`src/rtl/digit_entry_buffer_if.sv`:
```
`default_nettype none
// ============================================================================
// Module   : digit_entry_buffer_if
// Purpose  : Bundles the keypad-side inputs and the operand-side outputs of
//            digit_entry_buffer into one interface.
// Ports    : master -> drives keystrobe/keycode, observes buffer and result
//            slave  -> the entry buffer itself
//   keystrobe   key-valid level from the scanner
//   keycode     0-9 digit, A enter, B backspace, C clear, D negate, E/F none
//   digits      live BCD buffer, digit 0 in [3:0]
//   ndig        number of digits held
//   neg         live sign flag
//   isdig       1-cycle pulse, digit accepted
//   entered     1-cycle pulse, result updated
//   result      committed BCD value
//   result_neg  committed sign
//   overflow    1-cycle pulse, digit rejected (buffer full)
// Revision : 1.0 - initial release
// ============================================================================
interface digit_entry_buffer_if #(
  parameter int NDIGITS = 4
);
  localparam int CW = $clog2(NDIGITS + 1);

  logic                   keystrobe;
  logic [3:0]             keycode;
  logic [4*NDIGITS-1:0]   digits;
  logic [CW-1:0]          ndig;
  logic                   neg;
  logic                   isdig;
  logic                   entered;
  logic [4*NDIGITS-1:0]   result;
  logic                   result_neg;
  logic                   overflow;

  modport master (
    output keystrobe, keycode,
    input  digits, ndig, neg, isdig, entered, result, result_neg, overflow
  );

  modport slave (
    input  keystrobe, keycode,
    output digits, ndig, neg, isdig, entered, result, result_neg, overflow
  );
endinterface
`default_nettype wire

```
`src/rtl/digit_entry_buffer.sv`:
```
`default_nettype none
// ============================================================================
// Module   : digit_entry_buffer
// Purpose  : Multi-digit keypad entry buffer. Edge-detects the keypad strobe,
//            shifts decimal digits into an NDIGITS-wide BCD buffer, and
//            handles backspace, clear, sign toggle and enter. Enter commits a
//            signed BCD operand to the result outputs.
// Ports    : clk   system clock
//            nrst  asynchronous active-low reset
//            bus   digit_entry_buffer_if.slave (see interface header)
// Revision : 1.0 - initial release
// ============================================================================
module digit_entry_buffer #(
  parameter int NDIGITS = 4,
  parameter int CW      = $clog2(NDIGITS + 1)
) (
  input  wire                     clk,
  input  wire                     nrst,
  digit_entry_buffer_if.slave     bus
);

  localparam int DW = 4 * NDIGITS;

  typedef enum logic [1:0] {
    EMPTY = 2'd0,
    ENTRY = 2'd1,
    FULL  = 2'd2
  } state_t;

  state_t          state_q, state_d;
  logic            ks_q, ks_d;
  logic            armed_q, armed_d;
  logic [DW-1:0]   digits_q, digits_d;
  logic [CW-1:0]   ndig_q, ndig_d;
  logic            neg_q, neg_d;
  logic            isdig_q, isdig_d;
  logic            entered_q, entered_d;
  logic [DW-1:0]   result_q, result_d;
  logic            result_neg_q, result_neg_d;
  logic            overflow_q, overflow_d;

  logic            key_event;

  // A strobe that is already high when reset is released must not fire.
  // armed_q only becomes set once the strobe has been seen low, so the first
  // accepted event after reset is a genuine low-to-high transition.
  assign key_event = bus.keystrobe & ~ks_q & armed_q;

  always_comb begin
    ks_d         = bus.keystrobe;
    armed_d      = armed_q | ~bus.keystrobe;
    state_d      = state_q;
    digits_d     = digits_q;
    ndig_d       = ndig_q;
    neg_d        = neg_q;
    result_d     = result_q;
    result_neg_d = result_neg_q;
    isdig_d      = 1'b0;
    entered_d    = 1'b0;
    overflow_d   = 1'b0;

    if (key_event) begin
      if (bus.keycode <= 4'd9) begin
        case (state_q)
          EMPTY: begin
            isdig_d = 1'b1;
            // A leading zero is acknowledged but not stored.
            if (bus.keycode != 4'd0) begin
              digits_d = {{(DW-4){1'b0}}, bus.keycode};
              ndig_d   = CW'(1);
              state_d  = ENTRY;
            end
          end
          ENTRY: begin
            isdig_d  = 1'b1;
            digits_d = {digits_q[DW-5:0], bus.keycode};
            ndig_d   = ndig_q + CW'(1);
            if (ndig_q == CW'(NDIGITS - 1)) begin
              state_d = FULL;
            end
          end
          FULL: begin
            overflow_d = 1'b1;
          end
          default: begin
            state_d = EMPTY;
          end
        endcase
      end else begin
        case (bus.keycode)
          4'hA: begin
            result_d     = digits_q;
            // Never commit a negative zero.
            result_neg_d = neg_q & (ndig_q != '0);
            entered_d    = 1'b1;
            digits_d     = '0;
            ndig_d       = '0;
            neg_d        = 1'b0;
            state_d      = EMPTY;
          end
          4'hB: begin
            if (state_q == EMPTY) begin
              neg_d = 1'b0;
            end else begin
              digits_d = digits_q >> 4;
              ndig_d   = ndig_q - CW'(1);
              state_d  = (ndig_q == CW'(1)) ? EMPTY : ENTRY;
            end
          end
          4'hC: begin
            digits_d = '0;
            ndig_d   = '0;
            neg_d    = 1'b0;
            state_d  = EMPTY;
          end
          4'hD: begin
            neg_d = ~neg_q;
          end
          default: begin
            // E/F: ignored
          end
        endcase
      end
    end
  end

  always_ff @(posedge clk or negedge nrst) begin
    if (!nrst) begin
      state_q      <= EMPTY;
      ks_q         <= 1'b0;
      armed_q      <= 1'b0;
      digits_q     <= '0;
      ndig_q       <= '0;
      neg_q        <= 1'b0;
      isdig_q      <= 1'b0;
      entered_q    <= 1'b0;
      result_q     <= '0;
      result_neg_q <= 1'b0;
      overflow_q   <= 1'b0;
    end else begin
      state_q      <= state_d;
      ks_q         <= ks_d;
      armed_q      <= armed_d;
      digits_q     <= digits_d;
      ndig_q       <= ndig_d;
      neg_q        <= neg_d;
      isdig_q      <= isdig_d;
      entered_q    <= entered_d;
      result_q     <= result_d;
      result_neg_q <= result_neg_d;
      overflow_q   <= overflow_d;
    end
  end

  assign bus.digits     = digits_q;
  assign bus.ndig       = ndig_q;
  assign bus.neg        = neg_q;
  assign bus.isdig      = isdig_q;
  assign bus.entered    = entered_q;
  assign bus.result     = result_q;
  assign bus.result_neg = result_neg_q;
  assign bus.overflow   = overflow_q;

endmodule
`default_nettype wire

```
`src/flat_wrapper.sv`:
```
// flat-port wrapper written by rule: the top's interface ports become plain ports
module digit_entry_buffer_flat 
#(
  parameter int NDIGITS = 4,
  parameter int CW      = $clog2(NDIGITS + 1)
)
  (clk, nrst, bus_keystrobe, bus_keycode, bus_digits, bus_ndig, bus_neg, bus_isdig, bus_entered, bus_result, bus_result_neg, bus_overflow);
  digit_entry_buffer_if #(.NDIGITS(NDIGITS)) bus_i ();
  input  wire clk;
  input  wire nrst;
  input wire logic [$bits(bus_i.keystrobe)-1:0] bus_keystrobe;
  input wire logic [$bits(bus_i.keycode)-1:0] bus_keycode;
  output wire logic [$bits(bus_i.digits)-1:0] bus_digits;
  output wire logic [$bits(bus_i.ndig)-1:0] bus_ndig;
  output wire logic [$bits(bus_i.neg)-1:0] bus_neg;
  output wire logic [$bits(bus_i.isdig)-1:0] bus_isdig;
  output wire logic [$bits(bus_i.entered)-1:0] bus_entered;
  output wire logic [$bits(bus_i.result)-1:0] bus_result;
  output wire logic [$bits(bus_i.result_neg)-1:0] bus_result_neg;
  output wire logic [$bits(bus_i.overflow)-1:0] bus_overflow;
  assign bus_i.keystrobe = bus_keystrobe;
  assign bus_i.keycode = bus_keycode;
  assign bus_digits = bus_i.digits;
  assign bus_ndig = bus_i.ndig;
  assign bus_neg = bus_i.neg;
  assign bus_isdig = bus_i.isdig;
  assign bus_entered = bus_i.entered;
  assign bus_result = bus_i.result;
  assign bus_result_neg = bus_i.result_neg;
  assign bus_overflow = bus_i.overflow;
  digit_entry_buffer #(.NDIGITS(NDIGITS), .CW(CW)) u_core (.clk(clk), .nrst(nrst), .bus(bus_i));
endmodule
```
`config.mk`:
```
export PLATFORM = sky130hd
export DESIGN_NAME = digit_entry_buffer_flat
export DESIGN_NICKNAME = d
export VERILOG_FILES = /design/src/rtl/digit_entry_buffer_if.sv /design/src/rtl/digit_entry_buffer.sv /design/src/flat_wrapper.sv
export SDC_FILE = /design/constraint.sdc
export NUM_CORES = 1
export LEC_CHECK = 0
export BUFFER_PORTS_ARGS = -buffer_cell sky130_fd_sc_hd__buf_2
export CAP_MARGIN = 0
export CORE_MARGIN = 2
export CORE_UTILIZATION = 45
export CTS_CLUSTER_SIZE = 16
export DETAILED_ROUTE_END_ITERATION = 10
export HOLD_SLACK_MARGIN = 0.1
export PLACE_DENSITY = 0.74
export SLEW_MARGIN = 30
export SYNTH_ARGS = -nofsm -noshare
export SYNTH_HDL_FRONTEND = slang
export SYNTH_SLANG_ARGS = --single-unit
```
`constraint.sdc`:
```
create_clock -name clk -period 1.6 [get_ports clk]
set_input_delay 0.16 -clock clk [delete_from_list [all_inputs] [get_ports clk]]
set_output_delay 0.16 -clock clk [all_outputs]
set_load 0.01 [all_outputs]
```
==> results.cfg <==
[synthesis]
synth_edf_count = 0
synth_cell_types = 39
synthCells = 189
synth_compound_area_share_pct = 15.2
ys.flop_type = dfrtp_1
ys_seq_area_share_pct = 52.0
synthMuxAreaShare_pct = 12.7
synthesis.nets = 201
synth_area_per_cell_sq_um = 11.2
synthXorXnorAreaFrac_pct = 0
async_flop_share_pct = 100
synth-simple-area-share_pct = 9.88
synth_seq_cells = 44
synth_warnings = 0
synth_fa_ha_area_share_pct = 3.43
synth_top_family_by_area = compound AO/OA/AOI/OAI gates
syn_area_sq_um = 2120

[worst_setup_path]
critical-path-slowest-cell = or3_4
cp.required_ps = 1800
cp.depth = 6
crit_chain = and3b_2 > o21ai_4 > or3_4 > buf_6 > buf_6 > a22o_4
rr_startpoint = u_core.ks_q
crit_fanout = 6
critPathArrivalTime_ps = 1900
path_delay_family = simple AND/OR/NAND/NOR gates
r2r_cells = 6
crit_start = u_core.ks_q
path_class = reg2reg
timing.critical_path.mode_cell = buf_6
cp_num_buf_inv = 2
max_stage_delay_ps = 410
crit_path_end_kind = flop
setup.worst_path.start_class = flop

[sta]
setup_violations = 15
finalClockSkew_ps = 8.05
maxSlewViolCount = 0
worst_pin_slew_ps = 545
post-route-period-util_pct = 106
layout_setup_ws_ps = -101
hold_viol_final = 0
fin_crit_ps = 1700
max_freq_mhz = 588
rsz0062_at_grt = yes
timing.slew.headroom_pct = 63.6
fin_tns_setup_ps = -603

[cells_and_area]
layout-drive-gt1-share_pct = 46.5
final_net_count = 293
finish.instance_area_sq_um = 3030
syn_to_final_growth_pct = 43.3
diodes = 0

[outcome]
status = complete, but fails checks
violations = negative setup slack

[pwr]
clkPwrFrac_pct = 17.9
combPwrFrac_pct = 39.9
leakage_uw = 0.00160
power.share.sequential_pct = 42.2
max-vdd-ir-drop_v = 0.000659
powerDensity_nw_per_um2 = 1280
p_sw_share_pct = 35.9
power.net_switching_uw = 1390
p_int_uw = 2480

[clock_tree]
clockRootBuffer = clkbuf_8
tritoncts = built
clkLatencyLatePin_ps = 300
cts_buffers = 5
cts.clk_slew.worst_paths_ps = 80
clockBufferDepth = 2
clkSinkCount = 44
cts_max_level = 2

[global_routing]
grt_pass1_vias = 1694
grt_antenna_before_repair = 0
grt_pass1_wl_microns = 7940
grt_max_degree = 26
grt_overflow_total = 0
grt_use_total_pct = 19.4

[worst_hold_path]
hp-start = bus_keycode[1]
hold_path_class = in2reg
min_path_cells = 5

[drt]
postRouteAntennaNets = 0
vias = 1781
drtIter0Drc = 118
drc_errors = 0
wl_per_cell_microns = 15.6
drtPass1Iterations = 4
routed_via_density = 5.33
wl_microns = 5200

[floorplanning]
rows = 24
dieArea_sq_um = 5270
ios = 47
die_h_microns = 72.6
core_sq_um = 4440
start_util_pct = 47.6
fp.dieW_microns = 72.6

[place]
place_ws_ps = -216
gp_congestion = 0.867
dpl_cell_area_sq_um = 2680
dpl.hpwl_microns = 3500
port_buffers = 46

[flow_run]
cap_violations = 0
==> path summary, 6_finish.rpt <==
kind	end	slack [ps]
max in group asynchronous	u_core.bus.result[6]	650
min reg2reg	u_core.bus.result[6]	480
max	u_core.bus.digits[2]	-100
max reg2reg	u_core.bus.digits[2]	-100
min in group asynchronous	u_core.bus.result[9]	370
min	u_core.bus.digits[3]	350
==> cells in the mapped netlist (all sizes together) (2+ instances only) <==
library cell | n | area [sq um]
ha | 5 | 62.6
and2 | 2 | 12.5
mux2i | 10 | 100
o22ai | 2 | 12.5
dfrtp | 44 | 1100
buf | 5 | 52.6
nand2b | 3 | 18.8
nand2 | 21 | 78.8
clkbuf | 6 | 22.5
or3 | 2 | 17.5
a21oi | 6 | 30.0
a2111oi | 3 | 45.1
a22oi | 3 | 22.5
mux2 | 15 | 169
inv | 18 | 67.6
nand3b | 2 | 15.0
a22o | 8 | 73.8
o21ai | 15 | 75.1
nor2 | 2 | 7.51
nand3 | 2 | 10.0
and3 | 2 | 12.5
==> registers in the layout (all words and copies together), names as in the netlist <==
name	flops
u_core.armed_q	1
u_core.bus.digits	16
u_core.bus.entered	1
u_core.bus.isdig	1
u_core.bus.ndig	3
u_core.bus.neg	1
u_core.bus.overflow	1
u_core.bus.result	16
u_core.bus.result_neg	1
u_core.ks_q	1
u_core.state_q	2
==> area by class of cell <==
| class | instances | area, sq um |
|---|---|---|
| clock inverters | 3 | 18.8 |
| multi-input cells | 116 | 981 |
| inverters | 18 | 67.6 |
| flip-flops and latches | 44 | 1100 |
| fillers | 335 | 1410 |
| clock buffers | 5 | 68.8 |
| well taps | 52 | 65.1 |
| repair buffers | 96 | 729 |
==> placed cells by master, fill, tap and decap left out, types with 3 or more instances in the layout <==
cell / n
a21oi_1: 6
dfrtp_1: 44
buf_12: 4
nand2b_1: 3
a22oi_1: 3
buf_2: 46
inv_1: 18
mux2_4: 8
clkbuf_8: 5
a22o_1: 5
ha_1: 5
o21ai_0: 13
mux2_2: 7
nand2_1: 21
mux2i_1: 10
buf_4: 33
buf_6: 9
==> power by group through the flow <==
stage                     combinational, uW  sequential [uW]  clock (uW)
after detailed placement               1420             1640           0
after floorplan                         684             1730           0
after global routing                   1700             1670         755
final                                  1540             1630         693
after CTS                              1470             1620         714
after global placement                 1390             1630           0
==> metrics by stage <==
step	power [uW]	instances	util [%]	hold WS [ps]
after global routing	4130	334	68.2	399
after floorplan	2410	189	-	-136
final	3870	334	68.2	354
after detailed placement	3070	311	60.2	173
after global placement	3020	311	60.2	165
after CTS	3810	324	63.9	362
==> kinds of logic (layout without fill, tap and decap cells) <==
| group | count (synthesis) | in the layout |
|---|---|---|
| compound gates | 44 | 44 |
| fa+ha+maj | 6 | 6 |
| buf+inv | 29 | 122 |
| mux | 25 | 25 |
| flops | 44 | 44 |
| simple gates | 41 | 41 |
==> worst min-delay path, stage by stage <==
cell,delay (ps)
buf_2,110
buf_12,130
o22ai_1,70
nand2_1,70
mux2i_1,60
==> timing repair <==
action                     CTS  global route
pin swaps                    3             7
buffers inserted             3             9
cloned                       0             2
hold endpoints to repair    23             0
hold buffers                 2             0
resized for setup            9            17
setup endpoints to repair   16            28
==> metal layers <==
| metal | part of all wire, % | vias up | global-route usage, % |
|---|---|---|---|
| met5 | 0 | - | 0 |
| li1 | - | 846 | - |
| met2 | 49 | 49 | 32.7 |
| met1 | 45 | 876 | 25.2 |
| met4 | 1.8 | 0 | 5.35 |
| met3 | 4.1 | 10 | 4.42 |
Power figures use the tool's default switching activity.
